$ cat src/rtl/vehicle_pkg.sv
// Shared gear codes, reject reasons and shift FSM state for the vehicle model.
// Latency: n/a (constants and a pure helper function only).
// Backpressure: n/a.
package vehicle_pkg;

   // Selector codes presented to the physics block.
   localparam logic [3:0] GEAR_P = 4'd3;
   localparam logic [3:0] GEAR_R = 4'd6;
   localparam logic [3:0] GEAR_N = 4'd9;
   localparam logic [3:0] GEAR_D = 4'd12;

   // Reason reported alongside shift_reject.
   localparam logic [1:0] REJ_BAD_GEAR = 2'd0;
   localparam logic [1:0] REJ_NO_BRAKE = 2'd1;
   localparam logic [1:0] REJ_SPEED    = 2'd2;
   localparam logic [1:0] REJ_ENGINE   = 2'd3;

   // Gear ceiling outside low-gear mode, and the low-gear limit range.
   localparam logic [2:0] LIMIT_FULL    = 3'd6;
   localparam logic [2:0] LIMIT_LOW_MIN = 3'd1;
   localparam logic [2:0] LIMIT_LOW_MAX = 3'd3;

   typedef enum logic [1:0] {
      ST_IDLE  = 2'd0,
      ST_CHECK = 2'd1,
      ST_HOLD  = 2'd2
   } shift_state_t;

   function automatic logic is_valid_gear(input logic [3:0] g);
      return (g == GEAR_P) || (g == GEAR_R) || (g == GEAR_N) || (g == GEAR_D);
   endfunction

endpackage

$ cat src/rtl/shift_timer.sv
// Counts tick pulses while a shift sits in neutral; flags the terminal tick.
// Latency: tc is combinational on the tick that completes TICKS counts.
// Backpressure: none; clr overrides counting.
// Ports: clk, rst (async, active high), clr (hold count at zero),
//        tick (one-cycle physics tick), tc (terminal-count tick).
module shift_timer #(
   parameter int unsigned TICKS = 4
) (
   input  logic clk,
   input  logic rst,
   input  logic clr,
   input  logic tick,
   output logic tc
);

   logic [3:0] count;

   // tc fires on the tick that would make the count reach TICKS, so the
   // caller can act on that same edge.
   assign tc = !clr && tick && (count == 4'(TICKS - 1));

   always_ff @(posedge clk or posedge rst) begin
      if (rst) begin
         count <= 4'd0;
      end else if (clr) begin
         count <= 4'd0;
      end else if (tick) begin
         count <= count + 4'd1;
      end
   end

endmodule

$ cat src/rtl/gear_shift_controller.sv
// Transmission selector: interlock-checked gear requests with a timed neutral phase.
// Latency: reject/same-gear done 1 cycle after accept; full shift ends on the SHIFT_TICKS-th tick in HOLD.
// Backpressure: shift_req_ready is high only in IDLE; requester holds valid until accepted.
// Ports: clk, rst; engine_on, tick_speed, speed, is_brake_normal, is_brake_hard;
//        shift_req_valid/ready/gear handshake; low_gear_toggle/up/down and
//        side_brake_toggle pulses; current_gear, shift_busy, shift_done,
//        shift_reject, reject_code, is_low_gear_mode, max_gear_limit, is_side_brake.
// Build option: define GEAR_AUTO_PARK_EN to drop into P with the side brake
// applied when the engine stops at standstill in IDLE.
module gear_shift_controller
   import vehicle_pkg::*;
#(
   parameter int unsigned SHIFT_TICKS      = 4,
   parameter int unsigned STOP_SPEED_MAX   = 3,
   parameter int unsigned LOW_GEAR_DEFAULT = 3
) (
   input  logic       clk,
   input  logic       rst,
   input  logic       engine_on,
   input  logic       tick_speed,
   input  logic [7:0] speed,
   input  logic       is_brake_normal,
   input  logic       is_brake_hard,
   input  logic       shift_req_valid,
   input  logic [3:0] shift_req_gear,
   output logic       shift_req_ready,
   input  logic       low_gear_toggle,
   input  logic       low_gear_up,
   input  logic       low_gear_down,
   input  logic       side_brake_toggle,
   output logic [3:0] current_gear,
   output logic       shift_busy,
   output logic       shift_done,
   output logic       shift_reject,
   output logic [1:0] reject_code,
   output logic       is_low_gear_mode,
   output logic [2:0] max_gear_limit,
   output logic       is_side_brake
);

   shift_state_t state_q, state_d;
   logic [3:0]   target_q;
   logic         accept;
   logic         stopped;
   logic         brake_any;
   logic         hold_tc;
   logic         chk_reject;
   logic [1:0]   chk_code;
   logic         chk_same;

   assign accept    = (state_q == ST_IDLE) && shift_req_valid;
   assign stopped   = (speed <= 8'(STOP_SPEED_MAX));
   assign brake_any = is_brake_normal || is_brake_hard;
   assign chk_same  = (target_q == current_gear);

   shift_timer #(.TICKS(SHIFT_TICKS)) u_shift_timer (
      .clk  (clk),
      .rst  (rst),
      .clr  (state_q != ST_HOLD),
      .tick (tick_speed),
      .tc   (hold_tc)
   );

   // Interlocks in priority order; the first failing rule names the reason.
   always_comb begin
      chk_reject = 1'b1;
      chk_code   = REJ_BAD_GEAR;
      if (!is_valid_gear(target_q)) begin
         chk_code = REJ_BAD_GEAR;
      end else if (!engine_on) begin
         chk_code = REJ_ENGINE;
      end else if ((current_gear == GEAR_P) && !brake_any) begin
         chk_code = REJ_NO_BRAKE;
      end else if (!stopped && ((target_q == GEAR_P) || (target_q == GEAR_R) ||
                                ((current_gear == GEAR_R) && (target_q == GEAR_D)))) begin
         // D->R is already covered by the target-R term.
         chk_code = REJ_SPEED;
      end else begin
         chk_reject = 1'b0;
      end
   end

   // State register
   always_ff @(posedge clk or posedge rst) begin
      if (rst) state_q <= ST_IDLE;
      else     state_q <= state_d;
   end

   // Next-state logic
   always_comb begin
      state_d = state_q;
      case (state_q)
         ST_IDLE:  if (shift_req_valid) state_d = ST_CHECK;
         ST_CHECK: state_d = (chk_reject || chk_same) ? ST_IDLE : ST_HOLD;
         ST_HOLD:  if (!engine_on || hold_tc) state_d = ST_IDLE;
         default:  state_d = ST_IDLE;
      endcase
   end

   // Output logic (the only combinational output)
   always_comb begin
      shift_req_ready = (state_q == ST_IDLE);
   end

`ifdef GEAR_AUTO_PARK_EN
   logic engine_on_q;
`endif

   // Registered outputs and datapath
   always_ff @(posedge clk or posedge rst) begin
      if (rst) begin
         target_q         <= GEAR_P;
         current_gear     <= GEAR_P;
         shift_busy       <= 1'b0;
         shift_done       <= 1'b0;
         shift_reject     <= 1'b0;
         reject_code      <= REJ_BAD_GEAR;
         is_low_gear_mode <= 1'b0;
         max_gear_limit   <= LIMIT_FULL;
         is_side_brake    <= 1'b1;
`ifdef GEAR_AUTO_PARK_EN
         engine_on_q      <= 1'b0;
`endif
      end else begin
         shift_done   <= 1'b0;
         shift_reject <= 1'b0;
         case (state_q)
            ST_IDLE: begin
               if (accept) begin
                  // Low-gear pulses on the accept edge are dropped.
                  target_q <= shift_req_gear;
               end else if (current_gear == GEAR_D) begin
                  if (low_gear_toggle) begin
                     is_low_gear_mode <= !is_low_gear_mode;
                     max_gear_limit   <= is_low_gear_mode ? LIMIT_FULL : 3'(LOW_GEAR_DEFAULT);
                  end else if (is_low_gear_mode && low_gear_up) begin
                     if (max_gear_limit < LIMIT_LOW_MAX) max_gear_limit <= max_gear_limit + 3'd1;
                  end else if (is_low_gear_mode && low_gear_down) begin
                     if (max_gear_limit > LIMIT_LOW_MIN) max_gear_limit <= max_gear_limit - 3'd1;
                  end
               end
            end
            ST_CHECK: begin
               if (chk_reject) begin
                  shift_reject <= 1'b1;
                  reject_code  <= chk_code;
               end else if (chk_same) begin
                  shift_done <= 1'b1;
               end else begin
                  current_gear <= GEAR_N;
                  shift_busy   <= 1'b1;
                  // Target differs from current here, so leaving D is certain.
                  if (current_gear == GEAR_D) begin
                     is_low_gear_mode <= 1'b0;
                     max_gear_limit   <= LIMIT_FULL;
                  end
               end
            end
            ST_HOLD: begin
               if (!engine_on) begin
                  // Abort: stay in neutral, no completion pulse.
                  shift_busy <= 1'b0;
               end else if (hold_tc) begin
                  current_gear <= target_q;
                  shift_busy   <= 1'b0;
                  shift_done   <= 1'b1;
               end
            end
            default: ;
         endcase

         if (side_brake_toggle) begin
            if (is_side_brake) begin
               if (brake_any && engine_on) is_side_brake <= 1'b0;
            end else if (stopped) begin
               is_side_brake <= 1'b1;
            end
         end

`ifdef GEAR_AUTO_PARK_EN
         engine_on_q <= engine_on;
         if ((state_q == ST_IDLE) && engine_on_q && !engine_on &&
             (current_gear != GEAR_P) && stopped) begin
            current_gear     <= GEAR_P;
            is_side_brake    <= 1'b1;
            is_low_gear_mode <= 1'b0;
            max_gear_limit   <= LIMIT_FULL;
         end
`endif
      end
   end

endmodule

$ cat config.mk
export PLATFORM = sky130hd
export DESIGN_NAME = gear_shift_controller
export DESIGN_NICKNAME = d
export VERILOG_FILES = /design/src/rtl/vehicle_pkg.sv /design/src/rtl/shift_timer.sv /design/src/rtl/gear_shift_controller.sv
export SDC_FILE = /design/constraint.sdc
export NUM_CORES = 1
export LEC_CHECK = 0
export CORE_MARGIN = 10
export CORE_UTILIZATION = 30
export DETAILED_ROUTE_END_ITERATION = 10
export MAX_ROUTING_LAYER = met4
export SYNTH_ARGS = -nofsm -noshare
export SYNTH_HDL_FRONTEND = slang
export SYNTH_SLANG_ARGS = --single-unit
$ cat constraint.sdc
create_clock -name clk -period 4.1 [get_ports clk]
set_clock_uncertainty 0.15 [all_clocks]
set_input_delay 0.82 -clock clk [delete_from_list [all_inputs] [get_ports clk]]
set_output_delay 0.82 -clock clk [all_outputs]
set_load 0.01 [all_outputs]
==> results summary, run 1 <==
The parity-gate share of the synthesized area counting xor and xnor cells is 0.0502. The area growth from synthesis to layout came out at 29.7%. Setup repair after global routing left no endpoint under its margin. The area enclosed by the die boundary is 8530 µm². The die extent in x is 92.3 µm. The fmax came out at 375 MHz. The number of rows created at floorplan came out at 26. The global-route wire length before repair is ~6300 µm. The number of hold violations in the final report came to 0. The run finished with clean final reports. Of the total synthesized cell area, the portion taken by full adders, half adders and majority gates is 0.0558. In this run the tightest slew margin relative to its limit is 0.376.

The synthesis-stage register bit count came out at 24. The final routed wirelength across all metal layers came out at roughly 3700 µm. Of the total synthesized cell area, the portion taken by AND, OR, NAND and NOR gates is 0.165.

The number of buffers added to fix hold violations after cts is 0. Data on the critical path arrives at its endpoint at 1.70 ns. STA classifies the critical path endpoint as an output pin. The tree is rooted in a sky130_fd_sc_hd__clkbuf_8. The initial antenna violation count came to 0.

By area, the combinational part of the netlist is dominated by compound AO/OA/AOI/OAI gates. The family with the most delay on the worst path is buffers and inverters. The number of max-cap violations came out at 0.

After the first detailed-routing iteration, the DRC count stood at 83. The sum of buffers and inverters on the critical path came out at 2. The worst hold path belongs to the class flop to flop. The routed via count is about 1300. The post-synthesis instance area came out at about 1600 µm².

The async set-or-reset flop fraction in the synthesized netlist came out at 1.00. The number of max-slew violations in the final report came out at 0. For this design, the slowest cell found on the critical path is sky130_fd_sc_hd__clkdlybuf4s50_1. The post-synthesis mux area share is 0.0685. The pin count of the biggest net entering global routing came out at 25.

Setup violations remaining at the end of the flow were counted as 0. The number of buffers added by the clock tree synthesis step came out at 3. The worst setup path is launched from a flop.

The number of different library cells used by synthesis comes to 51. A synthesized cell averages ~10 µm². The layout net count is 221. IR analysis of the VDD net gives a maximum drop of 0.000196 V. The sequential share of the synthesized area is 0.388. Among all flip-flop cells after synthesis, the most frequent one is sky130_fd_sc_hd__dfrtp_1. The count of nets left with antenna violations after detail routing came out at 0.

The utilization after layout came out at 0.399. The synthesized design contains 0 enable-type register cells. The power density over the cells came out at about 570 nW/µm². The die outline height came out at 92.3 µm. The number of fillers in the final layout came out at about 520. The leakage power figure is between 0.8 and 0.9 nW.

The critical path required time came out at between 3 and 4 ns. The post-CTS setup buffer count came out at 0. The count of buffers from port buffering is 35. Of the cells placed in the final design, the portion with a size suffix greater than 1 is 0.174. The number of antenna diodes in the final layout is 0. After technology mapping, the gate count stands at 155. In the final routed layout, each cell accounts on average for about 14 µm.

The minimum clock period came out at 2.67 ns. The starting density of the core is 0.307. The worst setup path is of the flop to output pin kind. Counting along the longest clock path gives a buffer depth of 2.

Counting every sink on the clock net gives 24. The pre-antenna-repair detailed-routing pass consisted of 4 iterations. The via density per instance came out at between 4 and 5.

The CTS H-tree depth came out at 1. The final period utilization came out at 0.650. The CTS clock-pin slew for the worst setup and hold paths came out at 0.08 ns. At the pin with the least slew margin, the transition time is slightly above 0.9 ns.

The overall global routing resource usage is 0.0903. The congestion estimate from routability-driven global placement came to 0.758. For this run, the slowest stage of the critical path takes ~0.6 ns.

The biggest fanout along the worst timing path is 8. During synthesis, Yosys emitted a total of 0 warnings. The source-to-sink clock delay at the later pin of the worst-skew pair is about 0.26 ns.

The post-synthesis net count came out at around 190. In this run the count of I/O pins placed on the die edge is 38. The placeable core area came out at between 5000 and 6000 µm². After global routing the overflow that remains totals 0. Traced cell by cell, the critical path runs through inv_1 -> ha_1 -> clkdlybuf4s50_1.

The number of global-route vias before repair was approximately 1300. The number of remaining DRC errors came out at 0. The compound-gate portion of the synthesized area is 0.229.

The final sum of negative setup slack is 0 ns. TritonCTS built the clock tree. After clock tree synthesis, the repair step resized 0 gates. The half-perimeter wire length of the detailed placement result came out at around 2800 µm.
-- state kept, by name, indices dropped and copies added (netlist names) --
| register | count |
|---|---|
| u_shift_timer.count | 4 |
| state_q | 2 |
| is_side_brake | 1 |
| shift_done | 1 |
| max_gear_limit | 3 |
| shift_busy | 1 |
| shift_reject | 1 |
| current_gear | 4 |
| target_q | 4 |
| reject_code | 2 |
| is_low_gear_mode | 1 |
-- synthesized netlist by cell type (4+ instances only) --
library cell	n	area share
sky130_fd_sc_hd__dfrtp_1	17	0.27
sky130_fd_sc_hd__inv_1	14	0.033
sky130_fd_sc_hd__a21oi_1	10	0.032
sky130_fd_sc_hd__nand2_1	8	0.019
sky130_fd_sc_hd__nor2_1	8	0.019
sky130_fd_sc_hd__dfstp_2	7	0.12
sky130_fd_sc_hd__ha_1	7	0.056
sky130_fd_sc_hd__a31oi_1	6	0.024
sky130_fd_sc_hd__mux2_2	6	0.043
sky130_fd_sc_hd__xnor2_1	6	0.033
sky130_fd_sc_hd__o21ai_0	5	0.016
sky130_fd_sc_hd__mux2i_1	4	0.025
-- placed cells by master (no fill, tap or decap), types with 2 or more instances in the layout --
cell type	count
sky130_fd_sc_hd__nor3_1	3
sky130_fd_sc_hd__nand2_1	8
sky130_fd_sc_hd__nand2b_1	2
sky130_fd_sc_hd__a21oi_1	10
sky130_fd_sc_hd__nor3_4	2
sky130_fd_sc_hd__dfstp_2	7
sky130_fd_sc_hd__a31oi_1	6
sky130_fd_sc_hd__inv_1	14
sky130_fd_sc_hd__o41ai_1	3
sky130_fd_sc_hd__o21ai_4	2
sky130_fd_sc_hd__and2_1	2
sky130_fd_sc_hd__xor2_1	3
sky130_fd_sc_hd__o21ai_0	5
sky130_fd_sc_hd__clkdlybuf4s50_1	35
sky130_fd_sc_hd__ha_1	7
sky130_fd_sc_hd__dfrtp_1	17
sky130_fd_sc_hd__mux2_2	6
sky130_fd_sc_hd__or2b_2	3
sky130_fd_sc_hd__o211ai_1	2
sky130_fd_sc_hd__mux2i_1	4
sky130_fd_sc_hd__a41oi_1	2
sky130_fd_sc_hd__nand4_1	3
sky130_fd_sc_hd__xnor2_1	6
sky130_fd_sc_hd__nor2_1	8
sky130_fd_sc_hd__clkbuf_8	3
-- per-layer routing --
layer  global-route usage  vias up  share of wire  wire, µm
met4               0.0231        0         0.0055        20
met2                0.144       27           0.47      1710
met3               0.0210        2          0.051       186
li1                     -      635              -         -
met5                    -        -              0         0
met1                0.113      605           0.48      1740
-- through the flow --
stage               total power, mW  std cells  setup WS, ns  hold WS, ns  cell area [µm²]
floorplan                     0.823        155          1.68        0.356             1570
global placement               1.02        256          1.15        0.343             1990
detailed placement             1.03        256          1.15        0.341             1990
CTS                            1.17        260          1.43        0.362             2040
global route                   1.26        260          1.34        0.389             2040
finish                         1.16        260          1.43        0.355             2040
-- kinds of logic after synthesis --
kind of cell / count (synthesis)
buffers and inverters: 18
adder cells (fa/ha/maj): 7
AO/OA/AOI/OAI: 46
AND/OR/NAND/NOR: 41
flip-flops: 24
XOR/XNOR: 9
multiplexers: 10
-- final timing paths --
kind / to / depth (start not counted) / slack [ns] / start
worst max register to register: max_gear_limit[2] / 7 / 1.75 / state_q[0]
min in group asynchronous: state_q[0] / 2 / 0.91 / rst
worst min-delay path: reject_code[0] / 1 / 0.36 / reject_code[0]
worst max-delay path: shift_req_ready / 3 / 1.43 / state_q[0]
worst min register to register: reject_code[0] / 1 / 0.36 / reject_code[0]
max in group asynchronous: current_gear[3] / 2 / 2.31 / rst
-- cell type report --
class	instances	area [µm²]	share of cell area
multi-input combinational	113	892	0.438
tap	70	87.6	0.0430
timing repair buffer	35	350	0.172
sequential	24	609	0.299
clock buffer	4	45.0	0.0221
inverter	14	52.6	0.0258
-- power by group --
group	internal [mW]	total, mW	leakage, nW	switching, mW
clock	0.0693	0.143	0.0228	0.0732
combinational	0.300	0.613	0.517	0.314
sequential	0.322	0.404	0.288	0.0817
Note: power is estimated with default switching activity, not from simulation.
==> run 2: changes to the inputs <==
==> constraint.sdc (replaced) <==
create_clock -name clk -period 2.8 [get_ports clk]
set_clock_uncertainty 0.15 [all_clocks]
set_input_delay 0.56 -clock clk [delete_from_list [all_inputs] [get_ports clk]]
set_output_delay 0.56 -clock clk [all_outputs]
set_load 0.01 [all_outputs]
==> results summary, run 2 (synthesized netlist as in run 1, its figures left out) <==
Outcome: finished clean (unchanged). The number of global-route vias before repair came out at 1355 (was 1331). The slack of the worst reg-to-reg path is 0.62 ns (was 1.75 ns).

The power density over the cells came to 860 nW/µm² (was 569 nW/µm²). The placeable core area came out at 5110 µm² (unchanged). The most common cell after layout, fill and taps aside is sky130_fd_sc_hd__clkdlybuf4s50_1 (unchanged). The routed via count is 1259 (was 1269). The maximum number of buffers from clock root to sink came out at 2 (unchanged). The critical path class is input port to flop (was flop to output pin). The CTS H-tree depth came out at 1 (unchanged).

The starting density of the core came out at 0.307 (unchanged). The via density per instance was 4.77 (was 4.88). The overall global routing resource usage is 0.0916 (was 0.0903). The number of hold violations in the final report is 0 (unchanged). The final instance count without filler cells came out at 264 (was 260). The CTS clock-pin slew for the worst setup and hold paths came out at 0.09 ns (was 0.08 ns). The area growth from synthesis to layout is 33.3% (was 29.7%). The power consumption is 1.80 mW (was 1.16 mW). The worst min-delay path endpoint was reject_code[0] (unchanged).

The highest-delay cell along the critical path is sky130_fd_sc_hd__or4_4 (was sky130_fd_sc_hd__clkdlybuf4s50_1). The final estimated routing congestion in global placement came out at 0.793 (was 0.758). The cell at the root of the clock tree is sky130_fd_sc_hd__clkbuf_8 (unchanged). The most used cell along the critical path is sky130_fd_sc_hd__o21ai_4. Leading registers by flop count: current_gear x4, target_q x4, u_shift_timer.count x4 (unchanged). The final routed wirelength across all metal layers is 3540 µm (was 3660 µm). The global-route wire length before repair came to 6420 µm (was 6310 µm). The sink count of the clock tree is 24 (unchanged).

The summed area of non-filler cells in the final layout is 2090 µm² (was 2040 µm²). The number of placed instances with taps included is 260 (was 256). The pin count of the biggest net entering global routing is 25 (unchanged).

The worst-case vdd ir drop came out at 0.000388 V (was 0.000196 V). The number of cells on the worst hold path is 1 (unchanged). The kind of launch point of the worst setup path was an input port (was flop). The initial antenna violation count is 0 (unchanged). The layout net count is 225 (was 221). The number of buffers added to fix hold violations after cts came out at 0 (unchanged).

The number of max-cap violations came out at 0 (unchanged). The logic depth of the worst register-to-register path came to 8 (was 7). The number of fillers in the final layout is 512 (was 518). The leakage power figure was 0.860 nW (was 0.828 nW).

The start of the worst register-to-register path is max_gear_limit[1] (was state_q[0]). The critical path required time is 2.81 ns (was 3.13 ns). The post-CTS setup buffer count is 0 (unchanged).

The category of the worst setup path capture point was a flop (was output pin). The worst setup path startpoint is speed[6] (was state_q[0]). The CTS tree is built (unchanged). The worst hold path class is flop to flop (unchanged). The capture point of the worst reg-to-reg path is max_gear_limit[2] (unchanged).

The mean routed wirelength per cell is 13.4 µm (was 14.1 µm). The worst slew slack as a fraction of its limit is 0.762 (was 0.376). The number of remaining DRC errors is 0 (unchanged). For this run, the top clock speed supported by timing is about 420 MHz. The length of the first detailed-routing pass in iterations was 4 (unchanged). The fraction of layout instances using a drive strength above 1 was 0.196 (was 0.174).

The number of max-slew violations in the final report came out at 0 (unchanged). Setup repair after global routing missed its margin: no (unchanged). The peak per-stage delay on the critical path is 0.54 ns (was 0.60 ns).

The die extent in x came out at 92.3 µm (unchanged). The top-level I/O count is 38 (unchanged). The half-perimeter wire length of the detailed placement result came out at 2860 µm (was 2850 µm). The number of rows created at floorplan came to 26 (unchanged).

Top library cells by usage in the layout, fill and taps aside: sky130_fd_sc_hd__clkdlybuf4s50_1 (35), sky130_fd_sc_hd__dfrtp_1 (17), sky130_fd_sc_hd__inv_1 (14), sky130_fd_sc_hd__a21oi_1 (10) (unchanged). The count of instances resized after the clock tree is built came to 0 (unchanged). CP cell instances: clkdlybuf4s50_1 -> or4_4 -> nor3_4 -> o21ai_4 -> o21ai_4 -> nand2_4 -> o31a_1 (was inv_1 -> ha_1 -> clkdlybuf4s50_1). The count of nets left with antenna violations after detail routing came out at 0 (unchanged). The final sum of negative setup slack came to 0 ns (unchanged). The arrival time of the worst setup path is 2.41 ns (was 1.70 ns). The count of buffers from port buffering is 35 (unchanged).

The number of setup violations in the final report came to 0 (unchanged). The family with the most delay on the worst path is simple AND/OR/NAND/NOR gates (was buffers and inverters). The count of inserted antenna diode cells is 0 (unchanged).

The minimum clock period came out at roughly 2.4 ns. The number of DRC markers in iteration 0 is 47 (was 83). The sum of buffers and inverters on the critical path came to 1 (was 2). The die outline height is 92.3 µm (unchanged). The total global routing overflow is 0 (unchanged). The startpoint of the lowest-slack hold path is reject_code[0] (unchanged).

The area enclosed by the die boundary came out at 8530 µm² (unchanged). The source-to-sink clock delay at the later pin of the worst-skew pair was 0.27 ns (was 0.26 ns). The number of buffers added by the clock tree synthesis step is 3 (unchanged). The biggest fanout along the worst timing path came to 6 (was 8). The post-placement cell area is 2020 µm² (was 1990 µm²).

The slew of the pin with the lowest slew margin came out at 0.353 ns (was 0.935 ns). The final period utilization came out at 0.857.
[run 2: cell types whose count changed in the layout (fill, tap and decap cells not counted), sizes merged]
cell / delta
buf: +4
bufinv: +1
clkbuf: -1
[run 2: final cells by class]
cell class	count	area [µm²]	area share
clock buffers	3	41.3	0.0197
clock inverters	1	30.0	0.0143
inverters	14	52.6	0.0251
multi-input cells	113	892	0.426
flip-flops and latches	24	609	0.291
well taps	70	87.6	0.0418
repair buffers	39	380	0.182
[run 2: how the worst max path moves through the flow]
stage / end / slack [ns] / depth (start not counted)
final: current_gear[3] / 0.40 / 7
after CTS: shift_req_ready / 0.40 / 3
after detailed placement: current_gear[3] / 0.11 / 7
after global routing: max_gear_limit[2] / 0.30 / 7
after floorplan: current_gear[3] / 0.64 / 6
after global placement: current_gear[3] / 0.12 / 7
[run 2: routing by layer]
metal	track usage	vias to the layer above	wire (µm)
met5	-	-	0
met4	0.0129	0	18
met3	0.0282	2	193
met2	0.145	25	1670
met1	0.115	589	1670
li1	-	643	-
[run 2: power breakdown]
group          leakage [nW]  switching (mW)  internal (mW)
registers             0.288           0.115          0.471
clock network        0.0357           0.108          0.191
logic                 0.536           0.460          0.455
[run 2: stage by stage]
step           utilization  hold slack, ns  setup slack [ns]
5_1_grt              0.410           0.393             0.300
4_1_cts              0.410           0.357             0.400
3_3_place_gp         0.396           0.342             0.115
2_1_floorplan            -           0.356             0.636
6_report             0.410           0.348             0.401
3_5_place_dp         0.396           0.337             0.106
